==> src/rtl/dram_bank_shifter.sv <==
// Serially mirrors a parallel word through a 1-bit distributed RAM and shows the read-back word.
// Define DRAM_SHIFTER_CLEAR_EN to zero every RAM location after reset before the first sweep.
module dram_bank_shifter #(
   parameter int unsigned IO_WIDTH   = 16,
   parameter int unsigned ADDR_WIDTH = 4,
   parameter int unsigned BANK_BITS  = 1
) (
   input  logic                  clk,
   input  logic                  rst,
   input  logic [IO_WIDTH-1:0]   in,
   input  logic [BANK_BITS-1:0]  bank_sel,
   input  logic                  freeze,
   output logic [IO_WIDTH-1:0]   out,
   output logic [ADDR_WIDTH-1:0] addr,
   output logic [BANK_BITS-1:0]  bank,
   output logic                  ram_we,
   output logic                  ram_in,
   input  logic                  ram_out,
   output logic                  scan_done
);

   localparam logic [ADDR_WIDTH-1:0] LastAddr = ADDR_WIDTH'(IO_WIDTH - 1);

   logic [ADDR_WIDTH-1:0] addr_q, addr_run;
   logic [BANK_BITS-1:0]  bank_q, bank_run;
   logic [IO_WIDTH-1:0]   out_q, out_run;
   logic [IO_WIDTH-1:0]   shadow_q, shadow_run;
   logic                  scan_done_q;
   logic                  sweep_end;
   logic                  in_bit;
   logic                  run;

   // Bit select by comparison so the address width never has to match the word width.
   always_comb begin
      in_bit     = 1'b0;
      shadow_run = shadow_q;
      for (int i = 0; i < int'(IO_WIDTH); i++) begin
         if (addr_q == ADDR_WIDTH'(i)) begin
            in_bit        = in[i];
            shadow_run[i] = ram_out;
         end
      end
   end

   // The last bit is taken straight from ram_out so the whole word lands in one edge.
   always_comb begin
      sweep_end = (addr_q == LastAddr);
      addr_run  = sweep_end ? '0 : addr_q + ADDR_WIDTH'(1);
      bank_run  = sweep_end ? bank_sel : bank_q;
      out_run   = sweep_end ? shadow_run : out_q;
   end

`ifdef DRAM_SHIFTER_CLEAR_EN
   localparam int unsigned LocBits = ADDR_WIDTH + BANK_BITS;

   typedef enum logic {StClear, StRun} state_e;
   state_e state_q;

   assign run = (state_q == StRun);

   always_ff @(posedge clk or posedge rst) begin
      if (rst) begin
         state_q     <= StClear;
         addr_q      <= '0;
         bank_q      <= '0;
         out_q       <= '0;
         shadow_q    <= '0;
         scan_done_q <= 1'b0;
      end else begin
         unique case (state_q)
            StClear: begin
               scan_done_q <= 1'b0;
               if (&{bank_q, addr_q}) begin
                  state_q <= StRun;
                  addr_q  <= '0;
                  bank_q  <= bank_sel;
               end else begin
                  {bank_q, addr_q} <= {bank_q, addr_q} + LocBits'(1);
               end
            end
            StRun: begin
               addr_q      <= addr_run;
               bank_q      <= bank_run;
               out_q       <= out_run;
               shadow_q    <= shadow_run;
               scan_done_q <= sweep_end;
            end
            default: state_q <= StClear;
         endcase
      end
   end
`else
   assign run = 1'b1;

   always_ff @(posedge clk or posedge rst) begin
      if (rst) begin
         addr_q      <= '0;
         bank_q      <= '0;
         out_q       <= '0;
         shadow_q    <= '0;
         scan_done_q <= 1'b0;
      end else begin
         addr_q      <= addr_run;
         bank_q      <= bank_run;
         out_q       <= out_run;
         shadow_q    <= shadow_run;
         scan_done_q <= sweep_end;
      end
   end
`endif

   // Writes are held off while reset is asserted so a held reset never disturbs the RAM.
   always_comb begin
      addr      = addr_q;
      bank      = bank_q;
      out       = out_q;
      scan_done = scan_done_q;
      ram_in    = run ? in_bit : 1'b0;
      ram_we    = !rst && (run ? !freeze : 1'b1);
   end

endmodule
==> config.mk <==
export PLATFORM = sky130hd
export DESIGN_NAME = dram_bank_shifter
export DESIGN_NICKNAME = d
export VERILOG_FILES = /design/src/rtl/dram_bank_shifter.sv
export SDC_FILE = /design/constraint.sdc
export NUM_CORES = 1
export LEC_CHECK = 0
export BUFFER_PORTS_ARGS = -buffer_cell sky130_fd_sc_hd__buf_2
export CAP_MARGIN = 0
export CORE_UTILIZATION = 55
export CTS_BUF_LIST = sky130_fd_sc_hd__clkbuf_4 sky130_fd_sc_hd__clkbuf_8 sky130_fd_sc_hd__clkbuf_16
export DETAILED_ROUTE_END_ITERATION = 6
export HOLD_SLACK_MARGIN = 0.02
export PLACE_DENSITY = 0.89
export SLEW_MARGIN = 20
export SYNTH_ARGS = -nofsm -noshare
export SYNTH_HDL_FRONTEND = slang
export SYNTH_SLANG_ARGS = --single-unit
==> constraint.sdc <==
create_clock -name clk -period 4.1 [get_ports clk]
set_input_delay 0.205 -clock clk [delete_from_list [all_inputs] [get_ports clk]]
set_output_delay 0.205 -clock clk [all_outputs]
set_load 0.05 [all_outputs]
; ---- Word-level counts from Yosys, hierarchy flattened
; Index checks and enable logic that the tools add are counted.
[totals]
in_bits = 21
register_bits = 38
out_inout_bits = 24
word_cells = 58
[classes]
add_sub_neg = 1
muxes = 33
eq_ne = 15
n_reduce_logical = 4
[op_table]
columns = op, count
row1 = $eq 4x4->1 const B, 8
row2 = $mux 1, 32
row3 = $eq 4x3->1 const B, 4
row4 = $eq 4x2->1 const B, 2
row5 = $add 4x1->4 const B, 1
row6 = $eq 4x1->1 const B, 1
row7 = $logic_not 4->1, 1
row8 = $mux 4, 1
row9 = $logic_not 1->1, 2
row10 = $logic_and 1x1->1, 1

; ---- Longest topological paths before layout
[logic_depth]
word_depth = 17
depth_mapped = 8

; ---- Least setup slack after synthesis
; Ideal clock, no wire load.
[synth_timing]
kind = reg-to-output
startpoint = reg addr_q[0], in the netlist addr[0]
endpoint = out ram_in
n_path_buf = 1
path_stages_with_launch = 8
setup_slack_ps = 1487
arrival_time_ps = 2408
path_cell_list = dfrtp_1 > ha_1 > buf_2 > inv_1 > a31o_2 > o22ai_1 > a31oi_1 > o221ai_1
[synth_between]
elab_chain_len = 17
[synth_lines]
columns = element, line
row1 = "start, declared", 24  ; logic [ADDR_WIDTH-1:0] addr_q, addr_run;
row2 = "start signal, assigned", 103  ; addr_q <= addr_run;
row3 = $logic_not 4->1, 38  ; if (addr_q == ADDR_WIDTH'(i)) begin
row4 = $mux 1 (15 in a row), 38
row5 = $mux 1 (*), 38
row6 = "end, declared", 17  ; output logic ram_in,
; Mark *: on every way between the ends. The rest lies on a longest branch, timed or not.

; ---- Final worst setup path
; Ends and elaborated chain as after synthesis.

==> metrics.yaml <==
fillers: 233
hold_violations: 0
seqPwrFrac_pct: 58.6
regToRegSetupSlack_ns: 1.79
ir_worst_vdd_mv: 0.2552
ant_nets: 0
cts_buffer_depth: 2
setup_viol: 0
tightest_slew_ns: 0.6739
startpoint_type: "flip-flop"
start_util_pct: 57.98
hold_class: "in2reg"
num_rows: 20
post-route-period-util_pct: 70.12
setup_ws_ns: 1.225
clkPwrFrac_pct: 28.5
multi_input_area_um2: 742.0
antenna_found_initial: 0
stdcell_count: 247
clock.fmax_mhz: 347.8
crit_start: "addr[0]$_DFF_PP0_"
wl_per_cell_um: 13.06
dpl_cell_area_um2: 1981
clk_pin_slew_worst_paths_ns: 0.10
endpoint: "ram_in"
avgSynthCellArea_um2: 11.04
dieArea_um2: 3422
ios: 45
reg2reg_from: "addr[0]$_DFF_PP0_"
cts_setup_buffers: 0
dp_hpwl_um: 2239
cp-end-kind: "output pin"
reg2reg_depth: 4
outcome: "completed"
num_antenna_cells: 0
fin_nets: 227
coreArea_um2: 3028
h-tree-depth: 2
drive_gt1_share_pct: 41.87
drc: 0
p_int_mw: 0.4805
grt_pass1_vias: 1219
drt_pass1_iterations: 4
cts_buffers: 5
placement.io_buffers: 44
area_growth_pct: 16.54
yosysWarnings: 0
cap_violations: 0
design_area_um2: 2046
dp_cells: 238
grt_setup_unrepaired: "no"
via_per_inst: 5.162
reg2reg_to: "out[7]$_DFFE_PP0P_"
crit_family: "buffers and inverters"
synth_fp_nets: 184
criticalPathCategory: "reg2out"
fin_setup_tns_ns: 0
crit_path_top_delay_cell: "inv_1"
critPathMaxStageDelay_ns: 0.59
wirelength_um: 3226
cp_data_arrival_time_ns: 2.67
yosysUniqueCellTypes: 28
drtIter0Drc: 104
post_cts_resized: 0
die_h_um: 58.50
yosysSeqAreaShare_pct: 52.74
grt_max_degree: 38
cp_num_cells: 6
syn_area_um2: 1755
power_density_nw_per_um2: 322.4
swShare_pct: 27.15
min_period_ns: 2.875
p_leak_nw: 0.9971
switchingPower_mw: 0.1791
cts.sinks: 37
insertion_delay_ns: 0.34
hold-path-cell-count: 3
crit_buf_inv: 2
cp_cell_sequence: "ha_1 -> nand3_1 -> inv_1 -> nand2_1 -> o221ai_1 -> buf_2"
relSlewSlack_pct: 55.03
synth-seq-cells: 37
crit_fanout: 20
drv_slew: 0
area.sequential_um2: 925.9
die_w_um: 58.50
dr_total_vias: 1275
grt_pass1_wl_um: 5499
dp_slack_ns: 1.586
grtUsageTotal_pct: 21.81
grt-ovfl-total: 0
gp_congestion: 0.7798
cts_root_buf: "clkbuf_4"
cts_tree: "done"
finClkSkew_ns: 0.003053
critPathRequiredTime_ns: 3.89
syn_inst: 159
p_comb_share_pct: 13.0
state kept, by name (all words and copies together) (netlist names):
name       cells
out           16
shadow_q      15
addr           4
bank           1
scan_done      1
cell usage in the layout (no fill, tap or decap), types with 2 or more instances in the layout:
cell and instances:
buf_2 44, a31oi_1 3, ha_1 4, clkinv_2 2, nand2_1 35, o22ai_1 2
mux2_4 4, a22o_1 2, dfrtp_1 37, clkbuf_4 6, a21oi_1 5, inv_1 8
o21ai_0 5, nand3_1 4, nor2_1 6, mux2_2 23
synth_stat cells, drive strengths merged:
cell,n,area (um^2)
nor2b,1,13.76
a22o,2,17.52
o221a,1,11.26
nor3,1,5.000
nand2b,1,6.260
ha,4,50.05
inv,8,30.03
xor2,1,8.760
o221ai,1,8.760
nand3,4,20.02
o41ai,1,8.760
a21o,1,7.510
nor2,7,33.78
dfrtp,37,925.9
a21oi,5,25.02
a31o,1,8.760
o21ai,5,25.02
o22ai,2,12.51
a31oi,3,18.77
nand2,35,131.4
and2b,1,10.01
clkbuf,1,3.750
mux2,27,319.1
buf,9,53.80
final cells by class:
class / instances / area share (%)
Clock buffer: 6 / 2.202
Clock inverter: 2 / 0.4893
Inverter: 8 / 1.468
Multi-Input combinational cell: 104 / 36.27
Sequential cell: 37 / 45.26
Tap cell: 44 / 2.691
Timing Repair Buffer: 46 / 11.62
how the worst min path moves through the flow:
stage,to,slack [ns],start
floorplan,bank$_DFFE_PP0P_,0.31,bank_sel
global placement,bank$_DFFE_PP0P_,0.34,rst
detailed placement,scan_done$_DFF_PP0_,0.35,rst
CTS,bank$_DFFE_PP0P_,0.05,bank_sel
global route,bank$_DFFE_PP0P_,0.05,bank_sel
finish,bank$_DFFE_PP0P_,0.06,bank_sel
power groups by stage:
stage	combinational, mW	sequential, mW	clock, mW
after floorplan	0.0288	0.424	0
final	0.0856	0.386	0.188
after global placement	0.0845	0.393	0
after global routing	0.0920	0.388	0.211
after detailed placement	0.0855	0.394	0
after CTS	0.0867	0.386	0.192
stage by stage:
| step | power [mW] | hold slack (ns) | util, % |
|---|---|---|---|
| 2_1_floorplan | 0.4523 | 0.3104 | - |
| 3_3_place_gp | 0.4776 | 0.3351 | 65.41 |
| 3_5_place_dp | 0.4792 | 0.3463 | 65.41 |
| 4_1_cts | 0.6647 | 0.05449 | 67.56 |
| 5_1_grt | 0.6909 | 0.05146 | 67.56 |
| 6_report | 0.6595 | 0.06174 | 67.56 |
logic make-up after synthesis:
logic type      after synthesis  share of synthesized area [%]
fa+ha+maj                     4                          2.851
flops                        37                          52.74
mux                          27                          18.18
simple gates                 50                          12.54
compound gates               22                          8.197
xor+xnor                      1                         0.4990
buf+inv                      18                          4.989
metal layers:
metal	vias up	track usage [%]	share of wire, %
li1	623	-	-
met1	600	30.71	47
met2	47	32.35	46
met3	5	6.374	6.0
met4	0	8.163	1.7
met5	-	0	0
worst register-to-register path: stages (launching register included):
cell and delay, ns:
dfrtp_1 0.42, ha_1 0.48, nand3_1 0.29, inv_1 0.59, mux2_2 0.42
repair_timing:
action,CTS,global route
hold buffers,1,0
setup endpoints to repair,0,0
hold endpoints to repair,37,0
Power figures use the tool's default switching activity.
